--- config.mk ---
export PLATFORM = sky130hd
export DESIGN_NAME = mac_rr_scheduler
export DESIGN_NICKNAME = d
export VERILOG_FILES = /design/src/rtl/mac_rr_scheduler.sv
export SDC_FILE = /design/constraint.sdc
export NUM_CORES = 1
export LEC_CHECK = 0
export BUFFER_PORTS_ARGS = -buffer_cell sky130_fd_sc_hd__buf_2
export CORE_AREA = 2 2 243 245
export DETAILED_ROUTE_END_ITERATION = 8
export DIE_AREA = 0 0 245 247
export PLACE_DENSITY = 0.43
export SLEW_MARGIN = 20
export SYNTH_ARGS = -nofsm -noshare
export SYNTH_HDL_FRONTEND = slang
export SYNTH_SLANG_ARGS = --single-unit
export TNS_END_PERCENT = 1
--- constraint.sdc ---
create_clock -name CLK -period 4.5 [get_ports CLK]
set_input_delay 0 -clock CLK [delete_from_list [all_inputs] [get_ports CLK]]
set_output_delay 0 -clock CLK [all_outputs]
set_load 0.02 [all_outputs]
--- src/rtl/mac_rr_scheduler.sv ---
// Round-robin scheduler that shares one fixed-latency pipelined MAC among NREQ requesters.
// Define MAC_RR_SCHEDULER_STATS_EN to add per-requester saturating grant counters.
module mac_rr_scheduler #(
    parameter int NREQ = 4,
    parameter int W    = 32,
    parameter int LAT  = 3,
    localparam int IDW = $clog2(NREQ)
) (
    input  logic              CLK,
    input  logic              RST,
    input  logic [NREQ-1:0]   req_valid,
    input  logic [NREQ*W-1:0] req_m1,
    input  logic [NREQ*W-1:0] req_m2,
    input  logic [NREQ*W-1:0] req_addend,
    output logic [NREQ-1:0]   req_ready,
    output logic              mac_issue,
    output logic [W-1:0]      mac_m1,
    output logic [W-1:0]      mac_m2,
    output logic [W-1:0]      mac_addend,
    input  logic [2*W-1:0]    mac_result,
    output logic              resp_valid,
    output logic [IDW-1:0]    resp_id,
    output logic [2*W-1:0]    resp_data,
    input  logic              flush_req,
    output logic              flush_done,
    output logic              busy
`ifdef MAC_RR_SCHEDULER_STATS_EN
    ,
    input  logic [IDW-1:0]    stat_sel,
    input  logic              stat_clr,
    output logic [15:0]       stat_count
`endif
);

    typedef enum logic [1:0] {S_RUN, S_DRAIN, S_DONE} state_t;

    localparam logic [IDW-1:0] LAST_ID = IDW'(NREQ - 1);
    localparam logic [IDW:0]   NREQ_W  = (IDW + 1)'(NREQ);

    state_t          state;
    logic [IDW-1:0]  ptr;
    logic [IDW-1:0]  gnt_id;
    logic [IDW:0]    gnt_sum;
    logic            gnt_any;
    logic            arb_en;
    logic            xfer;
    logic [NREQ-1:0] rot;
    logic [NREQ-1:0] grant;
    logic [W-1:0]    sel_m1;
    logic [W-1:0]    sel_m2;
    logic [W-1:0]    sel_add;
    logic [IDW-1:0]  id_p0;
    logic [LAT-1:0]  vld_p1;
    logic [IDW-1:0]  id_p1 [LAT];

    // Flush is honoured in the very cycle it is first seen, so no grant slips through.
    assign arb_en = RST && (state == S_RUN) && !flush_req;
    assign rot    = NREQ'({req_valid, req_valid} >> ptr);

    always_comb begin
        gnt_any = 1'b0;
        gnt_sum = '0;
        for (int k = NREQ - 1; k >= 0; k--) begin
            if (rot[k]) begin
                gnt_any = 1'b1;
                gnt_sum = {1'b0, ptr} + (IDW + 1)'(k);
            end
        end
        if (gnt_sum >= NREQ_W)
            gnt_sum = gnt_sum - NREQ_W;
        gnt_id = gnt_sum[IDW-1:0];
    end

    assign xfer      = arb_en && gnt_any;
    assign grant     = xfer ? ({{(NREQ - 1){1'b0}}, 1'b1} << gnt_id) : '0;
    assign req_ready = grant;

    always_comb begin
        sel_m1  = '0;
        sel_m2  = '0;
        sel_add = '0;
        for (int i = 0; i < NREQ; i++) begin
            if (grant[i]) begin
                sel_m1  = req_m1[i*W +: W];
                sel_m2  = req_m2[i*W +: W];
                sel_add = req_addend[i*W +: W];
            end
        end
    end

    // p0: issue stage, p1: LAT-deep tag pipeline aligned with the MAC latency
    always_ff @(posedge CLK) begin
        if (!RST) begin
            state      <= S_RUN;
            ptr        <= '0;
            mac_issue  <= 1'b0;
            mac_m1     <= '0;
            mac_m2     <= '0;
            mac_addend <= '0;
            vld_p1     <= '0;
            flush_done <= 1'b0;
        end else begin
            mac_issue <= xfer;
            if (xfer) begin
                mac_m1     <= sel_m1;
                mac_m2     <= sel_m2;
                mac_addend <= sel_add;
                ptr        <= (gnt_id == LAST_ID) ? '0 : gnt_id + 1'b1;
            end
            vld_p1[0] <= mac_issue;
            for (int k = 1; k < LAT; k++)
                vld_p1[k] <= vld_p1[k-1];
            flush_done <= 1'b0;
            case (state)
                S_RUN:   if (flush_req) state <= S_DRAIN;
                S_DRAIN: if (!busy) begin
                    state      <= S_DONE;
                    flush_done <= 1'b1;
                end
                S_DONE:  if (!flush_req) state <= S_RUN;
                default: state <= S_RUN;
            endcase
        end
    end

    always_ff @(posedge CLK) begin
        if (xfer)
            id_p0 <= gnt_id;
        id_p1[0] <= id_p0;
        for (int k = 1; k < LAT; k++)
            id_p1[k] <= id_p1[k-1];
    end

    assign resp_valid = vld_p1[LAT-1];
    assign resp_id    = resp_valid ? id_p1[LAT-1] : '0;
    assign resp_data  = resp_valid ? mac_result : '0;
    assign busy       = mac_issue | (|vld_p1);

`ifdef MAC_RR_SCHEDULER_STATS_EN
    logic [15:0] stat_cnt [NREQ];

    always_ff @(posedge CLK) begin
        for (int i = 0; i < NREQ; i++) begin
            if (!RST || stat_clr)
                stat_cnt[i] <= '0;
            else if (grant[i] && (stat_cnt[i] != 16'hFFFF))
                stat_cnt[i] <= stat_cnt[i] + 16'd1;
        end
    end

    assign stat_count = (32'(stat_sel) < NREQ) ? stat_cnt[stat_sel] : '0;
`endif

endmodule

==> results of run 1 <==
cells by family (layout without fill, tap and decap cells):
family	Yosys count	after routing	share of synthesized area [%]
buffers and inverters	228	968	11.7
flip-flops	113	113	29.4
AO/OA/AOI/OAI	397	397	36.8
AND/OR/NAND/NOR	283	283	21.5
other	0	5	0
adder cells (fa/ha/maj)	4	4	0.644
cells in the mapped netlist (2+ instances only):
library cell,number,area share (%)
dfxtp_1,111,29
inv_1,101,4.9
a21oi_1,98,6.3
nand3b_1,98,9.5
a221o_1,96,12
a22oi_1,96,9.3
a31oi_1,96,7.7
nand2_1,96,4.6
clkbuf_1,95,4.6
and2_1,70,5.6
buf_2,20,1.3
buf_1,7,0.34
and3_1,5,0.40
ha_1,4,0.64
buf_6,3,0.43
nor2_1,3,0.14
edfxtp_1,2,0.77
nor2b_1,2,0.16
nor4_1,2,0.16
o21ai_0,2,0.13
worst paths after layout:
kind / startpoint / to / slack [ns] / cells after the start
worst max-delay path: ptr[0] / mac_m2[1] / 0.87 / 9
worst min-delay path: req_valid[3] / id_p0[1] / 0.12 / 2
worst max register to register: ptr[0] / mac_m2[1] / 0.87 / 9
worst min register to register: id_p1[0][2] / id_p1[0][4] / 0.32 / 0
power breakdown:
group	switching (mW)	internal [mW]	leakage, nW
clock network	0.583	0.760	0.262
registers	0.0775	1.14	0.941
logic	0.916	0.790	5.50
worst max-delay path, cell delays in order, from the launching register on:
cell and delay (ns):
dfxtp_1 0.32, nor2b_1 0.15, a2111oi_0 0.11, nor2_1 0.33
ha_4 0.75, buf_12 0.46, a21oi_1 0.12, a221o_1 0.35
a31oi_1 0.17, dlygate4sd3_1 0.57
routing by layer:
metal | global-route usage (%) | part of all wire, % | vias to the layer above | wire (um)
li1 | - | - | 5243 | -
met1 | 16.7 | 39 | 5371 | 18600
met5 | 0 | 0.050 | - | 24
met4 | 6.78 | 3.0 | 4 | 1410
met2 | 25.8 | 50 | 489 | 24000
met3 | 4.36 | 7.5 | 57 | 3590
sequential cells by signal, indices dropped and copies added, names as in the netlist:
name / count
flush_done: 1
mac_addend: 32
id_p1: 6
mac_m1: 32
mac_m2: 32
mac_issue: 1
state: 2
vld_p1: 3
ptr: 2
id_p0: 2
layout make-up:
class / instances / share of cell area, %
repair buffers: 834 / 37.4
multi-input cells: 684 / 32.8
flip-flops and latches: 113 / 16.2
well taps: 773 / 6.86
clock buffers: 17 / 3.02
inverters: 102 / 2.73
clock inverters: 15 / 0.967
diodes: 5 / 0.0887
per-stage QoR:
step	util, %	cell area, um^2	cells	worst slack, ns
2_1_floorplan	-	7770	1025	2.13
3_3_place_gp	19.9	11600	2310	1.53
3_5_place_dp	19.9	11600	2310	1.55
4_1_cts	24.2	14100	2538	1.00
5_1_grt	24.2	14100	2542	0.642
6_report	24.2	14100	2543	0.869
==> impl_metrics.yaml, run 1 <==
grt:
  grt_overflow_total: 0
  grt_usage_pct: 14.8
  grt_pass1_vias: 10500
  grt_max_degree: 113
  antenna_found_initial: 10
  grt_first_pass_wirelength_um: 66500
route:
  vias: 11200
  drt_first_pass_iters: 5
  drc: 0
  routed_via_density: 4.39
  ant_nets: 0
  wl_per_cell_um: 18.7
  first_iter_violations: 622
  drt_wl_total_um: 47600
pwr:
  p_leak_nw: 6.71
  finalPower_mw: 4.27
  ir_drop_v: 0.000287
  powerDensity_nw_per_um2: 303
clocking:
  insertion_delay_ns: 0.46
  cts_tree: "built"
  post_cts_buffers: 0
  hold_buffers: 196
  cts-root-buf: "clkbuf_16"
  cts_buffers: 17
  cts.sinks: 113
  path_clk_slew_ns: 0.06
  post_cts_resized: 0
  h-tree-depth: 4
  cts_buffer_depth: 2
timing:
  tightest_slew_ns: 0.980
  setup_tns_ns: 0
  hold_slack_ns: 0.124
  period_share_pct: 80.7
  finalSetupViolCount: 0
  final.setup_skew_ns: 0.00982
  rsz0062_at_grt: "false"
  timing.fmax_mhz: 275
  drv_slew: 0
  fin_crit_ns: 3.63
  max_slew_margin_pct: 34.7
  hold_viol: 0
setup_path:
  critPathKind: "reg2reg"
  start_kind: "flop"
  endpoint_kind: "flop"
  arrival_ns: 4.03
  worst-path-max-fanout: 112
  crit_required_ns: 4.90
die:
  die_width_um: 245
  die_area_um2: 60500
  rows: 89
  ios: 625
  die_h_um: 247
  start_util_pct: 13.3
  core-area_um2: 58200
finish:
  final_common_cell: "buf_2"
  area_growth_pct: 81.6
  drive_gt1_share_pct: 38.6
  final_cell_mix: "buf_2, dlygate4sd3_1, dfxtp_1, inv_1"
  multi_input_area_um2: 4620
  nets: 2211
  regArea_um2: 2280
  num-fill-cells: 6538
yosys:
  yosysWarnings: 0
  post_synth.cell_area_avg_um2: 7.58
  ys_types: 38
  netlist_instances: 1025
  ys_seq_elements: 113
  async_flop_share_pct: 0
  synth_nets: 1484
  ys_seq_area_share_pct: 29.4
  syn-cell-area_um2: 7770
  synthFlopType: "dfxtp_1"
  synth_edf_count: 2
place:
  gp_congestion: 0.858
  hpwl_um: 35400
  io_buffers: 624
flow_run:
  cap_violations: 0
outcome:
  status: "finished clean"
worst_hold_path:
  hp-class: "in2reg"
Power figures use the tool's default switching activity.
==> inputs of run 2 (changes only) <==
clock period = 3.8 ns   (was 4.5 ns; I/O delays follow)
==> run 2 against run 1 <==
Against the previous run:
- flip-flop and latch count stayed put
- cell count unchanged
- highest routed layer unchanged
- final area barely moved
==> impl_metrics.yaml, run 2 (synthesis results as in run 1) <==
clocking:
  cts_buffers: 17
  cts.sinks: 113
  post_cts_buffers: 0
  cts-root-buf: "clkbuf_16"
  cts_tree: "built"
  path_clk_slew_ns: 0.05
  cts_buffer_depth: 2
  h-tree-depth: 4
  insertion_delay_ns: 0.47
finish:
  final_cell_mix: "buf_2, dlygate4sd3_1, dfxtp_1, inv_1"
  postLayoutCoreUtil_pct: 24.2
  nets: 2215
  drive_gt1_share_pct: 38.6
  final_common_cell: "buf_2"
  final_cell_area_um2: 14100
  reg_top3: "mac_addend (32), mac_m1 (32), mac_m2 (32)"
  num-fill-cells: 6510
  final_cell_count_no_fill: 2543
  area_growth_pct: 81.7
route:
  ant_nets: 0
  routed_via_density: 4.41
  wl_per_cell_um: 19.1
  vias: 11200
  drc: 0
  first_iter_violations: 533
  drt_wl_total_um: 48500
  drt_first_pass_iters: 6
grt:
  antenna_found_initial: 11
  grt_usage_pct: 15.2
  grt_first_pass_wirelength_um: 68000
  grt_overflow_total: 0
  grt_max_degree: 107
  grt_pass1_vias: 10900
timing:
  layout_setup_ws_ns: 0.377
  hold_viol: 0
  timing.fmax_mhz: 292
  final.setup_skew_ns: 0.0227
  rsz0062_at_grt: "false"
  setup_tns_ns: 0
  period_share_pct: 90.1
  drv_slew: 0
  finalSetupViolCount: 0
  hold_slack_ns: 0.0415
  tightest_slew_ns: 0.927
  max_slew_margin_pct: 38.2
  fin_crit_ns: 3.42
die:
  ios: 625
  die_width_um: 245
  core-area_um2: 58200
  die_h_um: 247
  die_area_um2: 60500
  start_util_pct: 13.3
  rows: 89
setup_path:
  critPathSlowestCell: "ha_4"
  arrival_ns: 3.83
  crit_family: "buffers and inverters"
  start_kind: "flop"
  endpoint_kind: "flop"
  critPathKind: "reg2reg"
  worst-path-max-fanout: 75
  path_buf_inv: 2
  slowest_delay_ns: 0.75
  crit_chain: "nor2b_1, a2111oi_0, nor2_1, ha_4, buf_12, a21oi_1, a221o_1, a31oi_1, dlygate4sd3_1"
  crit_required_ns: 4.21
outcome:
  status: "finished clean"
pwr:
  finalPower_mw: 5.04
  ir_drop_v: 0.000348
  p_leak_nw: 6.73
  powerDensity_nw_per_um2: 357
place:
  place_ws_ns: 0.980
  place_area_um2: 11600
  gp_congestion: 0.894
  io_buffers: 624
  hpwl_um: 35900
  placedCellCount: 2314
worst_hold_path:
  hp-class: "in2reg"
flow_run:
  cap_violations: 0
[run 2: cell types whose count changed in the layout (fill, tap and decap cells not counted), moves of 2 or more]
cell	change
clkinv_4	-4
clkinv_2	+4
clkbuf_8	+4
clkinvlp_4	-5
inv_6	-2
buf_4	+4
[run 2: area by class of cell]
cell class | count | area, um^2 | share of cell area [%]
inverter | 102 | 385 | 2.73
clock inverter | 7 | 60.1 | 0.426
sequential | 113 | 2280 | 16.2
timing repair buffer | 838 | 5300 | 37.5
multi-input combinational | 684 | 4620 | 32.8
tap | 773 | 967 | 6.85
antenna | 4 | 10.0 | 0.0709
clock buffer | 22 | 484 | 3.43
[run 2: worst reg2reg max path, cell delays in order (launching register included)]
cell           delay (ns)
dfxtp_1              0.32
nor2b_1              0.15
a2111oi_0            0.11
nor2_1               0.31
ha_4                 0.75
buf_12               0.46
a21oi_1              0.18
a221o_1              0.36
a31oi_1              0.15
dlygate4sd3_1        0.57
[run 2: routing by layer]
layer  global-route usage, %  up-vias  part of all wire (%)
met5                       0        -                  0.15
met4                    6.56       12                   2.3
met3                    4.25       68                   7.7
met2                    26.5      497                    51
met1                    17.2     5396                    39
li1                        -     5239                     -
[run 2: worst paths after layout]
check | from | to | slack (ns) | cells past startpoint
min reg2reg | id_p1[0][0] | id_p1[0][2] | 0.32 | 0
max reg2reg | ptr[0] | mac_m2[15] | 0.38 | 9
max | ptr[0] | mac_m2[15] | 0.38 | 9
min | req_valid[2] | ptr[0] | 0.04 | 3
[run 2: where the power goes]
group | total [mW] | internal [mW] | switching, mW | leakage [nW]
combinational | 2.03 | 0.935 | 1.09 | 5.52
clock | 1.57 | 0.946 | 0.620 | 0.277
sequential | 1.44 | 1.35 | 0.0908 | 0.941
[run 2: repair_timing]
action | CTS | global route
hold buffers | 196 | 0
gates resized for setup | 0 | 0
endpoints found under the hold margin | 100 | 0
==> inputs of run 3 (changes only) <==
CORE_AREA = 2 2 241 243   (was 2 2 243 245)
DIE_AREA = 0 0 243 245   (was 0 0 245 247)
PLACE_DENSITY = 0.44   (was 0.43)
==> run 3 against run 2 <==
Against the previous run:
- non-clock buffer count decreased by 3
- critical path depth is the same
- register-to-register slack got worse by 0.05 ns
- flip-flop and latch count is the same
- die area shrank 1.6%
- sequential power hardly changed
- worst setup slack lost 0.050 ns
- worst hold slack better by 0.022 ns
- clock skew decreased by 0.0067 ns
- via count rose by 0.32%
- highest routed layer unchanged
==> impl_metrics.yaml, run 3 (synthesis results as in run 1) <==
outcome:
  status: "finished clean"
timing:
  timing.fmax_mhz: 288
  tightest_slew_ns: 1.05
  max_slew_margin_pct: 30.3
  drv_slew: 0
  period_share_pct: 91.4
  hold_slack_ns: 0.0630
  setup_tns_ns: 0
  final.setup_skew_ns: 0.0159
  finalSetupViolCount: 0
  hold_viol: 0
  rsz0062_at_grt: "false"
  fin_crit_ns: 3.47
grt:
  use_met1_pct: 17.4
  gr-usage-met3_pct: 4.08
  grt_pass1_vias: 10900
  grt_util_met2_pct: 26.2
  grt_usage_pct: 15.3
  gr-max-usage-layer: "met2"
  grt_overflow_total: 0
  grt_max_degree: 108
  antenna_found_initial: 15
  grt_first_pass_wirelength_um: 67900
clocking:
  h-tree-depth: 4
  insertion_delay_ns: 0.49
  cts_buffers: 17
  cts-root-buf: "clkbuf_16"
  post_cts_resized: 0
  cts_tree: "built"
  cts.sinks: 113
  path_clk_slew_ns: 0.07
  post_cts_buffers: 0
  cts_buffer_depth: 2
setup_path:
  critPathSlowestCell: "ha_4"
  start_kind: "flop"
  slowest_delay_ns: 0.78
  crit_family: "compound AO/OA/AOI/OAI gates"
  path_buf_inv: 2
  crit_required_ns: 4.23
  crit_chain: "a21oi_1, o21a_1, o22ai_1, ha_4, buf_12, nand3b_1, a221o_1, a31oi_1, dlygate4sd3_1"
  endpoint_kind: "flop"
  critPathKind: "reg2reg"
  ff2ff_setup_slack_ns: 0.33
  arrival_ns: 3.90
  worst-path-max-fanout: 64
pwr:
  finalPower_mw: 5.19
  powerDensity_nw_per_um2: 366
  p_leak_nw: 6.75
  ir_drop_v: 0.000371
die:
  die_h_um: 245
  ios: 625
  die_width_um: 243
  core-area_um2: 57000
  rows: 88
  die_area_um2: 59500
  start_util_pct: 13.6
place:
  gp_congestion: 0.932
  io_buffers: 624
  hpwl_um: 35000
  placedCellCount: 2303
finish:
  nets: 2212
  final_cell_mix: "buf_2, dlygate4sd3_1, dfxtp_1, inv_1"
  reg_top3: "mac_addend (32), mac_m1 (32), mac_m2 (32)"
  final_common_cell: "buf_2"
  multi_input_area_um2: 4620
  final_cell_count_no_fill: 2538
  drive_gt1_share_pct: 38.5
  regArea_um2: 2280
  area_growth_pct: 82.6
  num-fill-cells: 6392
route:
  drc: 0
  routed_via_density: 4.43
  ant_nets: 0
  vias: 11200
  wl_per_cell_um: 18.9
  drt_first_pass_iters: 5
  drt_wl_total_um: 48100
  first_iter_violations: 549
flow_run:
  cap_violations: 0
worst_hold_path:
  hp-class: "in2reg"
==> run 3: cell count changes in the layout (fill, tap and decap cells not counted), sizes merged <==
cell	before	now
bufinv	1	2
buf	642	639
diode	4	8
clkinv	6	5
clkinvlp	0	2
==> run 3: final timing paths <==
check	from	endpoint	cells past startpoint
worst max-delay path	ptr[1]	mac_m2[17]	9
worst min-delay path	RST	ptr[1]	2
worst max register to register	ptr[1]	mac_m2[17]	9
worst min register to register	id_p1[0][2]	id_p1[0][4]	0
==> run 3: where the power goes <==
group	internal (mW)	switching (mW)	total, mW	leakage (nW)
combinational	0.940	1.09	2.03	5.52
clock	1.04	0.677	1.72	0.293
sequential	1.35	0.0880	1.44	0.941
total	3.34	1.85	5.19	6.75
==> run 3: worst register-to-register path, delay by kind of cell (launching register included) <==
| kind | cells | cell delay [ns] |
|---|---|---|
| simple gates | 1 | 0.14 |
| buf+inv | 2 | 0.95 |
| compound gates | 5 | 1.15 |
| fa+ha+maj | 1 | 0.78 |
| flops | 1 | 0.42 |
==> run 3: layout make-up <==
class | instances | share of cell area, %
timing repair buffer | 835 | 37.5
multi-input combinational | 684 | 32.6
sequential | 113 | 16.1
tap | 765 | 6.75
clock buffer | 22 | 3.49
inverter | 102 | 2.72
clock inverter | 9 | 0.732
antenna | 8 | 0.141
==> run 3: routing by layer <==
layer | wire length (um) | part of all wire [%]
met1 | 19000 | 40
met2 | 23900 | 50
met4 | 1810 | 3.8
met5 | 13 | 0.027
met3 | 3330 | 6.9
==> run 3: timing repair <==
item | in CTS | in global routing
hold endpoints to repair | 100 | 0
hold buffers | 196 | 0
endpoints found under the setup margin | 0 | 0
==> run 3: through the flow <==
stage / worst slack (ns) / utilization (%) / instance area (um^2)
3_5_place_dp: 0.907 / 20.3 / 11600
2_1_floorplan: 1.43 / - / 7770
4_1_cts: 0.365 / 24.8 / 14200
5_1_grt: 0.0595 / 24.9 / 14200
6_report: 0.327 / 24.9 / 14200
3_3_place_gp: 0.967 / 20.3 / 11600
